<file path="src/rtl/pipe_skid_reg.sv">
// Two-entry skid-buffered pipeline register with a fully registered in_ready.
// out_data_q doubles as the head entry; skid_q holds the second word when FULL.
module pipe_skid_reg #(
  parameter int unsigned      WIDTH    = 32,
  parameter logic [WIDTH-1:0] NOP_WORD = 32'h0000_0000
) (
  input  logic             clock,
  input  logic             reset,
  input  logic [WIDTH-1:0] in_data,
  input  logic             in_valid,
  output logic             in_ready,
  output logic [WIDTH-1:0] out_data,
  output logic             out_valid,
  input  logic             out_ready,
  input  logic             flush,
  output logic [1:0]       occupancy
);

  // The encoding is the occupancy count, so occupancy never reads 3.
  typedef enum logic [1:0] {
    ST_EMPTY = 2'd0,
    ST_ONE   = 2'd1,
    ST_FULL  = 2'd2
  } state_e;

  state_e           state_q, state_d;
  logic [WIDTH-1:0] out_data_q, out_data_d;
  logic [WIDTH-1:0] skid_q, skid_d;
  logic             out_valid_q, out_valid_d;
  logic             in_ready_q, in_ready_d;
  logic             accept_s;
  logic             emit_s;

  assign accept_s = in_valid & in_ready_q;
  assign emit_s   = out_valid_q & out_ready;

  // Next-state and next-output computation; in_data is only selected on an accept.
  always_comb begin
    state_d    = state_q;
    out_data_d = out_data_q;
    skid_d     = skid_q;
    if (flush) begin
      state_d    = ST_EMPTY;
      out_data_d = NOP_WORD;
    end else begin
      case (state_q)
        ST_EMPTY: begin
          if (accept_s) begin
            state_d    = ST_ONE;
            out_data_d = in_data;
          end else begin
            state_d = ST_EMPTY;
          end
        end
        ST_ONE: begin
          case ({accept_s, emit_s})
            2'b11: begin
              out_data_d = in_data;
            end
            2'b10: begin
              state_d = ST_FULL;
              skid_d  = in_data;
            end
            2'b01: begin
              state_d    = ST_EMPTY;
              out_data_d = NOP_WORD;
            end
            default: begin
              state_d = ST_ONE;
            end
          endcase
        end
        ST_FULL: begin
          if (emit_s) begin
            state_d    = ST_ONE;
            out_data_d = skid_q;
          end else begin
            state_d = ST_FULL;
          end
        end
        default: begin
          state_d    = ST_EMPTY;
          out_data_d = NOP_WORD;
        end
      endcase
    end
    out_valid_d = (state_d != ST_EMPTY);
    in_ready_d  = (state_d != ST_FULL);
  end

  // All state and registered outputs; in_ready stays low until the first edge out of reset.
  always_ff @(posedge clock or negedge reset) begin
    if (!reset) begin
      state_q     <= ST_EMPTY;
      out_data_q  <= NOP_WORD;
      skid_q      <= {WIDTH{1'b0}};
      out_valid_q <= 1'b0;
      in_ready_q  <= 1'b0;
    end else begin
      state_q     <= state_d;
      out_data_q  <= out_data_d;
      skid_q      <= skid_d;
      out_valid_q <= out_valid_d;
      in_ready_q  <= in_ready_d;
    end
  end

  assign in_ready  = in_ready_q;
  assign out_valid = out_valid_q;
  assign out_data  = out_data_q;
  assign occupancy = state_q;

endmodule

</file>
<file path="config.mk">
export PLATFORM = sky130hd
export DESIGN_NAME = pipe_skid_reg
export DESIGN_NICKNAME = d
export VERILOG_FILES = /design/src/rtl/pipe_skid_reg.sv
export SDC_FILE = /design/constraint.sdc
export NUM_CORES = 1
export LEC_CHECK = 0
export ABC_AREA = 1
export BUFFER_PORTS_ARGS = -buffer_cell sky130_fd_sc_hd__buf_2
export CAP_MARGIN = 10
export CORE_MARGIN = 5
export CORE_UTILIZATION = 58
export DETAILED_ROUTE_END_ITERATION = 8
export MAX_ROUTING_LAYER = met4
export PLACE_DENSITY = 0.88
export SYNTH_ARGS = -nofsm -noshare
export SYNTH_HDL_FRONTEND = slang
export SYNTH_SLANG_ARGS = --single-unit
export TNS_END_PERCENT = 10
</file>
<file path="constraint.sdc">
create_clock -name clock -period 3.1 [get_ports clock]
set_input_delay 0.155 -clock clock [delete_from_list [all_inputs] [get_ports clock]]
set_output_delay 0.155 -clock clock [all_outputs]
set_load 0.005 [all_outputs]
</file>
==> results of run 1 <==
[cell type report]
cell class / count / area [sq um] / area share
Sequential cell: 68 / 1702 / 0.4578
Multi-Input combinational cell: 249 / 1201 / 0.3231
Timing Repair Buffer: 73 / 367.9 / 0.09896
Clock buffer: 15 / 166.4 / 0.04477
Inverter: 42 / 160.2 / 0.04308
Tap cell: 72 / 90.09 / 0.02423
Clock inverter: 1 / 30.03 / 0.008078
[sequential cells by signal (all words and copies together) (netlist names)]
| signal | flops |
|---|---|
| in_ready | 1 |
| occupancy | 2 |
| out_data | 32 |
| out_valid | 1 |
| skid_q | 32 |
[path summary, 6_finish.rpt]
check	from	end	cells past startpoint
hold / removal	reset	occupancy[1]$_DFF_PN0_	2
max in group asynchronous	reset	skid_q[11]$_DFFE_PN0P_	2
setup / recovery	out_valid$_DFF_PN0_	out_data[3]$_DFFE_PN0P_	8
hold reg to reg	out_data[16]$_DFFE_PN0P_	out_data[16]$_DFFE_PN0P_	2
min in group clock	in_data[30]	skid_q[30]$_DFFE_PN0P_	3
setup reg to reg	out_valid$_DFF_PN0_	out_data[3]$_DFFE_PN0P_	8
[layer usage]
layer / vias to the layer above / GRT usage
met4: 0 / 0.1022
met2: 97 / 0.3395
met3: 24 / 0.05986
met1: 1238 / 0.2767
li1: 1318 / -
met5: - / -
[logic make-up after synthesis]
logic type      share of synthesized area
flops                              0.5259
fa+ha+maj                        0.003866
buf+inv                            0.1029
simple gates                       0.2386
compound gates                     0.1288
[cells in the mapped netlist (all sizes together)]
cell / number / area (sq um)
nand2: 144 / 555.5
dfrtp: 68 / 1702
o21ai: 66 / 416.7
inv: 41 / 156.4
nand3: 33 / 177.7
buf: 18 / 161.4
nor2: 4 / 32.53
clkbuf: 3 / 11.26
and2: 1 / 6.260
clkinv: 1 / 3.750
ha: 1 / 12.51
[power by group]
| part | internal, mW | leakage (nW) | total [mW] | switching (mW) |
|---|---|---|---|---|
| clock | 0.417 | 0.0979 | 0.725 | 0.308 |
| combinational | 0.211 | 1.11 | 0.510 | 0.299 |
| sequential | 1.11 | 0.870 | 1.23 | 0.122 |
==> impl_metrics.csv, run 1 <==
group,metric,value,unit
critical_path,crit_required,3.38,ns
placed_design,dp_hpwl,4.573,mm
sta,fmax,0.4569,GHz
drt,dr_wl_met2,3.393,mm
floorplanning,die_h,84.69,um
synth,yosysUniqueCellTypes,21,
critical_path,crit_arrival,2.47,ns
synth,syn_area,3236,sq um
synth,yosysWarnings,0,
critical_path,worst_path_largest_cell_delay,0.57,ns
drt,wl_per_cell,13.78,um
power,leakage,2.081,nW
synth,ys_seq_area_frac,0.5259,
critical_path,crit_chain,"nand2_1 > inv_1 > ha_1 > nand2_1 > nand2_1 > o21ai_0 > nand3_1 > nand2_1",
clock_network,cts_tree,"yes",
layout,fill_cells,460,
clock_network,htree_levels,3,
clock_network,clk_pin_slew,0.07,ns
layout,fin_util,0.6792,
floorplanning,rows,27,
drt,routed-wl-met3,470,um
sta,tightest_slew,1.029,ns
sta,hold_viol_final,0,
layout,finish.instance_area,3717,sq um
floorplanning,die_w,84.69,um
sta,post-route-period-util,0.7060,
synth,syn_nets,418,
clock_network,clk_latency,0.34,ns
hold_path,min_path_type,"in -> async",
drt,antenna_left,0,
floorplanning,die_area,7172,sq um
critical_path,r2r_slack,0.91,ns
synth,synth_seq_cells,68,
critical_path,critical_path.max_fanout,32,
clock_network,cts_hold_buf,0,
layout,final_cell_mix,"nand2_1, buf_2, dfrtp_1, inv_1, nand3_1",
floorplanning,start_util,0.5912,
clock_network,post_cts_buffers,0,
critical_path,critPathSlowestCell,"nand2_1",
sta,slew_headroom,0.3121,
layout,final_common_cell,"nand2_1",
placed_design,post-place-ws,0.7998,ns
floorplanning,core-area,5473,sq um
drt,drt-total-wl,7.167,mm
clock_network,clock-sinks,68,
sta,layout_setup_ws,0.9115,ns
critical_path,path_buf_inv,1,
power,ir_drop,0.4055,mV
sta,setup_viol,0,
sta,period_minus_slack,2.188,ns
global_routing,grt_max_degree,69,
drt,routed_via_density,5.148,
layout,final_nets,481,
synth,synthCells,380,
floorplanning,io_pins,73,
global_routing,antenna_found_initial,0,
drt,drcViolationCount,0,
power,p_per_area,663.9,nW/um^2
critical_path,cp-end-kind,"register",
placed_design,place_inst,504,
critical_path,cp_common_cell,"nand2_1",
sta,rsz0062_at_grt,"no",
drt,route.vias.total,2677,
run,drv_cap,0,
global_routing,grt_usage,0.2225,
clock_network,clockBufferDepth,2,
critical_path,setup.worst_path.start_class,"register",
placed_design,placed_area,3521,sq um
layout,antenna_cells,0,
sta,whs,0.001567,ns
clock_network,cts_resized,0,
sta,drv_slew,0,
placed_design,place.gp.congestion,0.8173,
clock_network,clock-root-buffer,"clkbuf_8",
layout,final_cell_count_no_fill,520,
clock_network,numCtsBuffers,9,
status,outcome,"complete, no violations",
placed_design,numPortBuffers,72,
drt,drt_first_pass_iters,5,
sta,tns,0,ns
synth,syn_area_per_cell,8.515,sq um
global_routing,overflow,0,
critical_path,crit_family,"simple AND/OR/NAND/NOR gates",
global_routing,grt_pass1_vias,2781,
drt,drt_iter0_markers,234,
drt,maxUsedRoutingLayer,"met4",
power,power.total,2.468,mW
drt,drt-met1-wl,3.119,mm
sta,clock-skew-final,0.003808,ns
global_routing,grt_pass1_wl,12.42,mm
layout,drive_above_1_share,0.2612,
layout,area_delta_synth_final,14.89,%
critical_path,path_class,"reg -> reg",
(Power assumes the default switching activity.)
==> run 2: changes to the inputs <==
Settings changed: ABC_AREA 1 to 0, CORE_UTILIZATION 58 to 49, PLACE_DENSITY 0.88 to 0.78.
Clock period 3.1 ns to 1.8 ns, I/O delays scaled along.
==> run 2 against run 1 <==
Against the previous run: non-clock buffer count is 37 higher; synthesized cell count is 26% lower; global-route usage is 0.93 points lower; hold slack better by 0.011 ns; count of clock-buffer cells in the layout is 4 lower; setup slack worse by 0.82 ns; combinational power grew to 2.6 times the previous value; critical path depth is 4 lower; sequential power is 77% higher; area after synthesis is 9.3% higher; sequential share of layout area is 7.2 points lower; largest power group unchanged.
==> impl_metrics.csv, run 2 <==
group,metric,value,unit
status,outcome,"complete, no violations",
global_routing,grt_max_degree,69,
layout,final_cell_count_no_fill,477,
sta,period_minus_slack,1.706,ns
drt,route.vias.total,2738,
sta,drv_slew,0,
critical_path,crit_required,2.02,ns
floorplanning,rows,31,
synth,ys_top_cells_by_area,"dfrtp_1, mux2_4, mux2i_1",
synth,synth-async-reset-ratio,1.000,
drt,drt_first_pass_iters,5,
sta,post-route-period-util,0.9477,
sta,clock-skew-final,0.008146,ns
placed_design,place_inst,444,
run,drv_cap,0,
hold_path,worstHoldPathCells,2,
global_routing,grt_pass1_wl,14.34,mm
layout,antenna_cells,0,
placed_design,numPortBuffers,72,
clock_network,htree_levels,3,
critical_path,worstRegToRegCells,4,
floorplanning,die_area,9017,sq um
floorplanning,core-area,7137,sq um
power,power_frac_seq,0.464,
sta,hold_viol_final,0,
clock_network,clk_latency,0.34,ns
sta,tightest_slew,0.3703,ns
power,internal_power,3.318,mW
synth,ys_seq_area_frac,0.4811,
drt,antenna_left,0,
floorplanning,die_h,94.96,um
hold_path,min_path_type,"in -> reg",
power,clockPowerShare,0.251,
clock_network,clk_pin_slew,0.08,ns
sta,fmax,0.5862,GHz
floorplanning,start_util,0.4956,
synth,ys.flop_type,"dfrtp_1",
power,leakage,2.172,nW
placed_design,dp_hpwl,5.626,mm
critical_path,crit_arrival,1.93,ns
synth,syn_area_per_cell,12.59,sq um
synth,synth_top_area_frac,0.4811,
critical_path,path_class,"reg -> reg",
placed_design,place.gp.congestion,0.8398,
layout,final_common_cell,"buf_2",
clock_network,numCtsBuffers,9,
clock_network,clockBufferDepth,2,
power,p_per_area,1065,nW/um^2
drt,wl_per_cell,18.26,um
drt,routed_via_density,5.740,
critical_path,r2r_slack,0.09,ns
synth,synthCells,281,
global_routing,antenna_found_initial,0,
sta,tns,0,ns
layout,final_nets,411,
critical_path,cp-end-kind,"register",
sta,rsz0062_at_grt,"no",
layout,area_delta_synth_final,24.73,%
critical_path,setup.worst_path.start_class,"register",
synth,synth_seq_cells,68,
synth,syn_area,3537,sq um
layout,fin_util,0.6182,
global_routing,overflow,0,
power,power_frac_comb,0.285,
synth,synthTopCellsByCount,"dfrtp_1, a21oi_1, a2bb2oi_1, mux2i_1, o31ai_1",
power,net-switching-power,1.381,mW
clock_network,cts_tree,"yes",
sta,setup_viol,0,
synth,post-synth-top-area-cell,"dfrtp_1",
global_routing,grt_pass1_vias,2806,
synth,yosysWarnings,0,
floorplanning,die_w,94.96,um
floorplanning,io_pins,73,
synth,syn_nets,319,
drt,drcViolationCount,0,
drt,drt-total-wl,8.710,mm
power,ir_drop,0.4519,mV
layout,finish.instance_area,4412,sq um
clock_network,clock-root-buffer,"clkbuf_8",
clock_network,clock-sinks,68,
critical_path,critical_path.max_fanout,16,
synth,yosysUniqueCellTypes,30,
synth,yosysMostFrequentCell,"dfrtp_1",
layout,drive_above_1_share,0.3968,
placed_design,placed_area,4050,sq um
synth,synth_edf_count,0,
sta,slew_headroom,0.7532,
layout,final_cell_mix,"buf_2, dfrtp_1, a21oi_1",
global_routing,grt_usage,0.2132,
drt,drt_iter0_markers,177,
power,p_sw_frac,0.2940,
==> run 2: cell count changes after synthesis, moves of 9 or more <==
| cell | delta |
|---|---|
| mux2i_1 | +32 |
| clkbuf_1 | +9 |
| o21ai_0 | -22 |
| o21ai_2 | -23 |
| a2bb2oi_1 | +32 |
| a21oi_1 | +36 |
| inv_1 | -40 |
| o21ai_1 | -20 |
| nand3_1 | -31 |
| nand2_1 | -137 |
| o31ai_1 | +32 |
| mux2_4 | +30 |
==> run 2: cells by family after synthesis <==
| group | Yosys count | synth area share |
|---|---|---|
| AOI/OAI and AO/OA | 105 | 0.2094 |
| adders and majority gates | 1 | 0.003537 |
| buffers and inverters | 29 | 0.05377 |
| DFF | 68 | 0.4811 |
| muxes | 64 | 0.2243 |
| and+or+nand+nor | 14 | 0.02795 |
==> run 2: power groups by stage <==
stage | clock network [mW] | logic (mW) | registers, mW
after detailed placement | 0 | 1.31 | 2.19
after CTS | 1.21 | 1.34 | 2.18
after global routing | 1.27 | 1.46 | 2.23
after floorplan | 0 | 0.922 | 2.15
after global placement | 0 | 1.27 | 2.18
final | 1.18 | 1.34 | 2.18
==> run 2: area by class of cell <==
| class | instances | area (sq um) |
|---|---|---|
| Fill cell | 618 | 2725 |
| Sequential cell | 68 | 1703 |
| Multi-Input combinational cell | 184 | 1668 |
| Timing Repair Buffer | 110 | 729.5 |
| Clock buffer | 11 | 151.4 |
| Tap cell | 99 | 123.9 |
| Clock inverter | 5 | 36.28 |
==> run 2: routing by layer <==
metal,GRT usage,vias up,wire (um)
li1,-,1261,-
met4,0.06250,0,106
met2,0.3306,95,4130
met5,-,-,0
met1,0.2822,1373,3994
met3,0.04622,9,478
==> run 2: final timing paths <==
kind	to	start
max in group asynchronous	occupancy[1]$_DFF_PN0_	reset
worst max-delay path	skid_q[1]$_DFFE_PN0P_	out_valid$_DFF_PN0_
worst min-delay path	skid_q[31]$_DFFE_PN0P_	in_data[31]
worst min register to register	skid_q[0]$_DFFE_PN0P_	skid_q[0]$_DFFE_PN0P_
min in group asynchronous	skid_q[29]$_DFFE_PN0P_	reset
worst max register to register	skid_q[1]$_DFFE_PN0P_	out_valid$_DFF_PN0_
==> run 2: critical path, stage by stage (launching register included) <==
cell and delay [ns]:
dfrtp_1 0.39, and2_4 0.17, or3_2 0.52, buf_12 0.20, mux2_4 0.31
==> run 2: per-stage QoR <==
stage | hold WS (ns) | setup slack [ns] | power [mW]
3_5_place_dp | 0.1424 | 0.06430 | 3.501
5_1_grt | 0.002895 | 0.008721 | 4.954
3_3_place_gp | 0.1432 | 0.1130 | 3.449
4_1_cts | 0.0003745 | 0.04387 | 4.725
2_1_floorplan | -0.2056 | 0.1749 | 3.073
6_report | 0.01276 | 0.09412 | 4.699
==> run 2: timing repair <==
item	4_1_cts	5_1_grt
endpoints found under the setup margin	0	22
hold endpoints to repair	83	2
resized for setup	0	2
setup buffers	0	0
hold buffers	15	2
==> run 3: changes to the inputs <==
--- a/config.mk
+++ b/config.mk
@@ -11,6 +11,6 @@
 export CORE_MARGIN = 5
-export CORE_UTILIZATION = 49
+export CORE_UTILIZATION = 55
 export DETAILED_ROUTE_END_ITERATION = 8
 export MAX_ROUTING_LAYER = met4
-export PLACE_DENSITY = 0.78
+export PLACE_DENSITY = 0.83
 export SYNTH_ARGS = -nofsm -noshare
==> constraint.sdc (replaced) <==
create_clock -name clock -period 1.9 [get_ports clock]
set_input_delay 0.19 -clock clock [delete_from_list [all_inputs] [get_ports clock]]
set_output_delay 0.19 -clock clock [all_outputs]
set_load 0.005 [all_outputs]
==> run 3 against run 2 <==
Against the previous run: die area is 9.8% lower; combinational power is 9.7% lower; clock skew is 0.0086 ns higher; sequential power is 5% lower; final area is 4.1% lower; critical endpoint is now skid_q[26]$_DFFE_PN0P_; via count is 4.7% lower; critical path depth stayed put; utilization is 5.2 points higher.
==> impl_metrics.csv, run 3 (synthesis gave the netlist of run 2 again) <==
group,metric,value,unit
status,outcome,"complete, no violations",
critical_path,r2r_slack,0.13,ns
global_routing,grt_pass1_vias,2737,
critical_path,cp-end-kind,"register",
drt,wl_per_cell,18.53,um
critical_path,path_class,"reg -> reg",
hold_path,worstHoldPathCells,2,
drt,drt-total-wl,8.060,mm
sta,slew_headroom,0.7274,
critical_path,worst_path_largest_cell_delay,0.50,ns
clock_network,htree_levels,3,
power,ir_drop,0.6700,mV
global_routing,antenna_found_initial,0,
placed_design,numPortBuffers,72,
layout,fill_cells,496,
critical_path,regToRegEndpoint,"skid_q[26]$_DFFE_PN0P_",
clock_network,clk_pin_slew,0.07,ns
critical_path,reg2reg_from,"out_valid$_DFF_PN0_",
layout,final_nets,391,
clock_network,clk_latency,0.35,ns
drt,drt_first_pass_iters,4,
floorplanning,die_area,8135,sq um
critical_path,crit_chain,"and2_4 > or3_2 > buf_4 > mux2_4",
global_routing,grt_pass1_wl,13.59,mm
sta,tns,0,ns
critical_path,critPathSlowestCell,"or3_2",
sta,period_minus_slack,1.768,ns
sta,drv_slew,0,
power,p_per_area,1115,nW/um^2
placed_design,place_inst,418,
sta,hold_viol_final,0,
floorplanning,die_w,90.20,um
sta,fmax,0.5657,GHz
layout,layout.area.seq,1703,sq um
floorplanning,rows,29,
clock_network,clock-root-buffer,"clkbuf_8",
placed_design,dp_hpwl,5.352,mm
clock_network,clockBufferDepth,2,
critical_path,setup.worst_path.start_class,"register",
floorplanning,io_pins,73,
floorplanning,core-area,6314,sq um
hold_path,hold_start,"flush",
layout,drive_above_1_share,0.4050,
critical_path,critical_path.max_fanout,13,
floorplanning,start_util,0.5602,
drt,route.vias.total,2610,
global_routing,overflow,0,
hold_path,min_to,"occupancy[1]$_DFF_PN0_",
layout,final_common_cell,"buf_2",
power,leakage,2.118,nW
drt,routed_via_density,6.000,
clock_network,clock-sinks,68,
run,drv_cap,0,
clock_network,numCtsBuffers,9,
sta,clock-skew-final,0.01679,ns
placed_design,place.gp.congestion,0.9109,
drt,drcViolationCount,0,
critical_path,crit_arrival,1.99,ns
layout,multi_input_area,1668,sq um
sta,setup_viol,0,
drt,drt_iter0_markers,152,
layout,final_cell_count_no_fill,435,
hold_path,min_path_type,"in -> reg",
sta,rsz0062_at_grt,"no",
layout,final_cell_mix,"buf_2, dfrtp_1, a21oi_1",
sta,post-route-period-util,0.9303,
sta,tightest_slew,0.4089,ns
global_routing,grt_usage,0.2077,
critical_path,crit_required,2.13,ns
clock_network,cts_tree,"yes",
layout,antenna_cells,0,
critical_path,worstRegToRegCells,4,
global_routing,grt_max_degree,69,
floorplanning,die_h,90.20,um
drt,antenna_left,0,
layout,area_delta_synth_final,19.56,%
-- run 3: cell types whose count changed in the layout (fill, tap and decap cells not counted), sizes merged --
cell	change
buf	-4
clkbuf	-2
clkinvlp	-1
dlygate4sd3	-16
bufinv	+3
-- run 3: critical path: cells and delay by family (launching register included) --
family                 cells  cell delay, ns
DFF                        1            0.42
muxes                      1            0.31
buffers and inverters      1            0.24
and+or+nand+nor            2            0.69
-- run 3: worst max-delay path by stage --
stage                           startpoint                  endpoint
global route        occupancy[1]$_DFF_PN0_   out_data[5]$_DFFE_PN0P_
CTS                 occupancy[1]$_DFF_PN0_  out_data[30]$_DFFE_PN0P_
global placement       out_valid$_DFF_PN0_    skid_q[18]$_DFFE_PN0P_
detailed placement     out_valid$_DFF_PN0_    skid_q[19]$_DFFE_PN0P_
finish                 out_valid$_DFF_PN0_    skid_q[26]$_DFFE_PN0P_
floorplan           occupancy[1]$_DFF_PN0_    skid_q[10]$_DFFE_PN0P_
-- run 3: timing repair --
item | CTS | global route
resized for setup | 0 | 0
hold buffers | 1 | 0
hold endpoints to repair | 68 | 0
buffers inserted | 0 | 0
-- run 3: routing by layer --
metal,vias to the layer above,part of all wire,track usage
met1,1282,0.47,0.2721
met3,15,0.048,0.04424
met4,0,0.019,0.07940
met2,91,0.47,0.3177
li1,1222,-,-
met5,-,0,-
-- run 3: area by class of cell --
class | instances | area share
clock buffer | 9 | 0.02929
multi-input combinational | 184 | 0.3944
sequential | 68 | 0.4027
timing repair buffer | 90 | 0.1237
clock inverter | 7 | 0.02722
tap | 77 | 0.02278
-- run 3: stage by stage --
stage | total power, mW | hold WS [ns] | cell area (sq um) | util | setup slack [ns]
CTS | 4.738 | 0.07495 | 4229 | 0.6698 | 0.1343
global placement | 3.242 | 0.2415 | 3980 | 0.6304 | 0.1734
floorplan | 2.911 | -0.1056 | 3537 | - | 0.2749
detailed placement | 3.294 | 0.2386 | 3980 | 0.6304 | 0.1454
finish | 4.714 | 0.08796 | 4229 | 0.6698 | 0.1324
global route | 4.949 | 0.09155 | 4229 | 0.6698 | 0.04391
-- run 3: power by group --
group	leakage, nW	switching, mW	internal [mW]
Sequential	0.851	0.234	1.84
Combinational	1.15	0.482	0.728
Clock	0.115	0.565	0.867
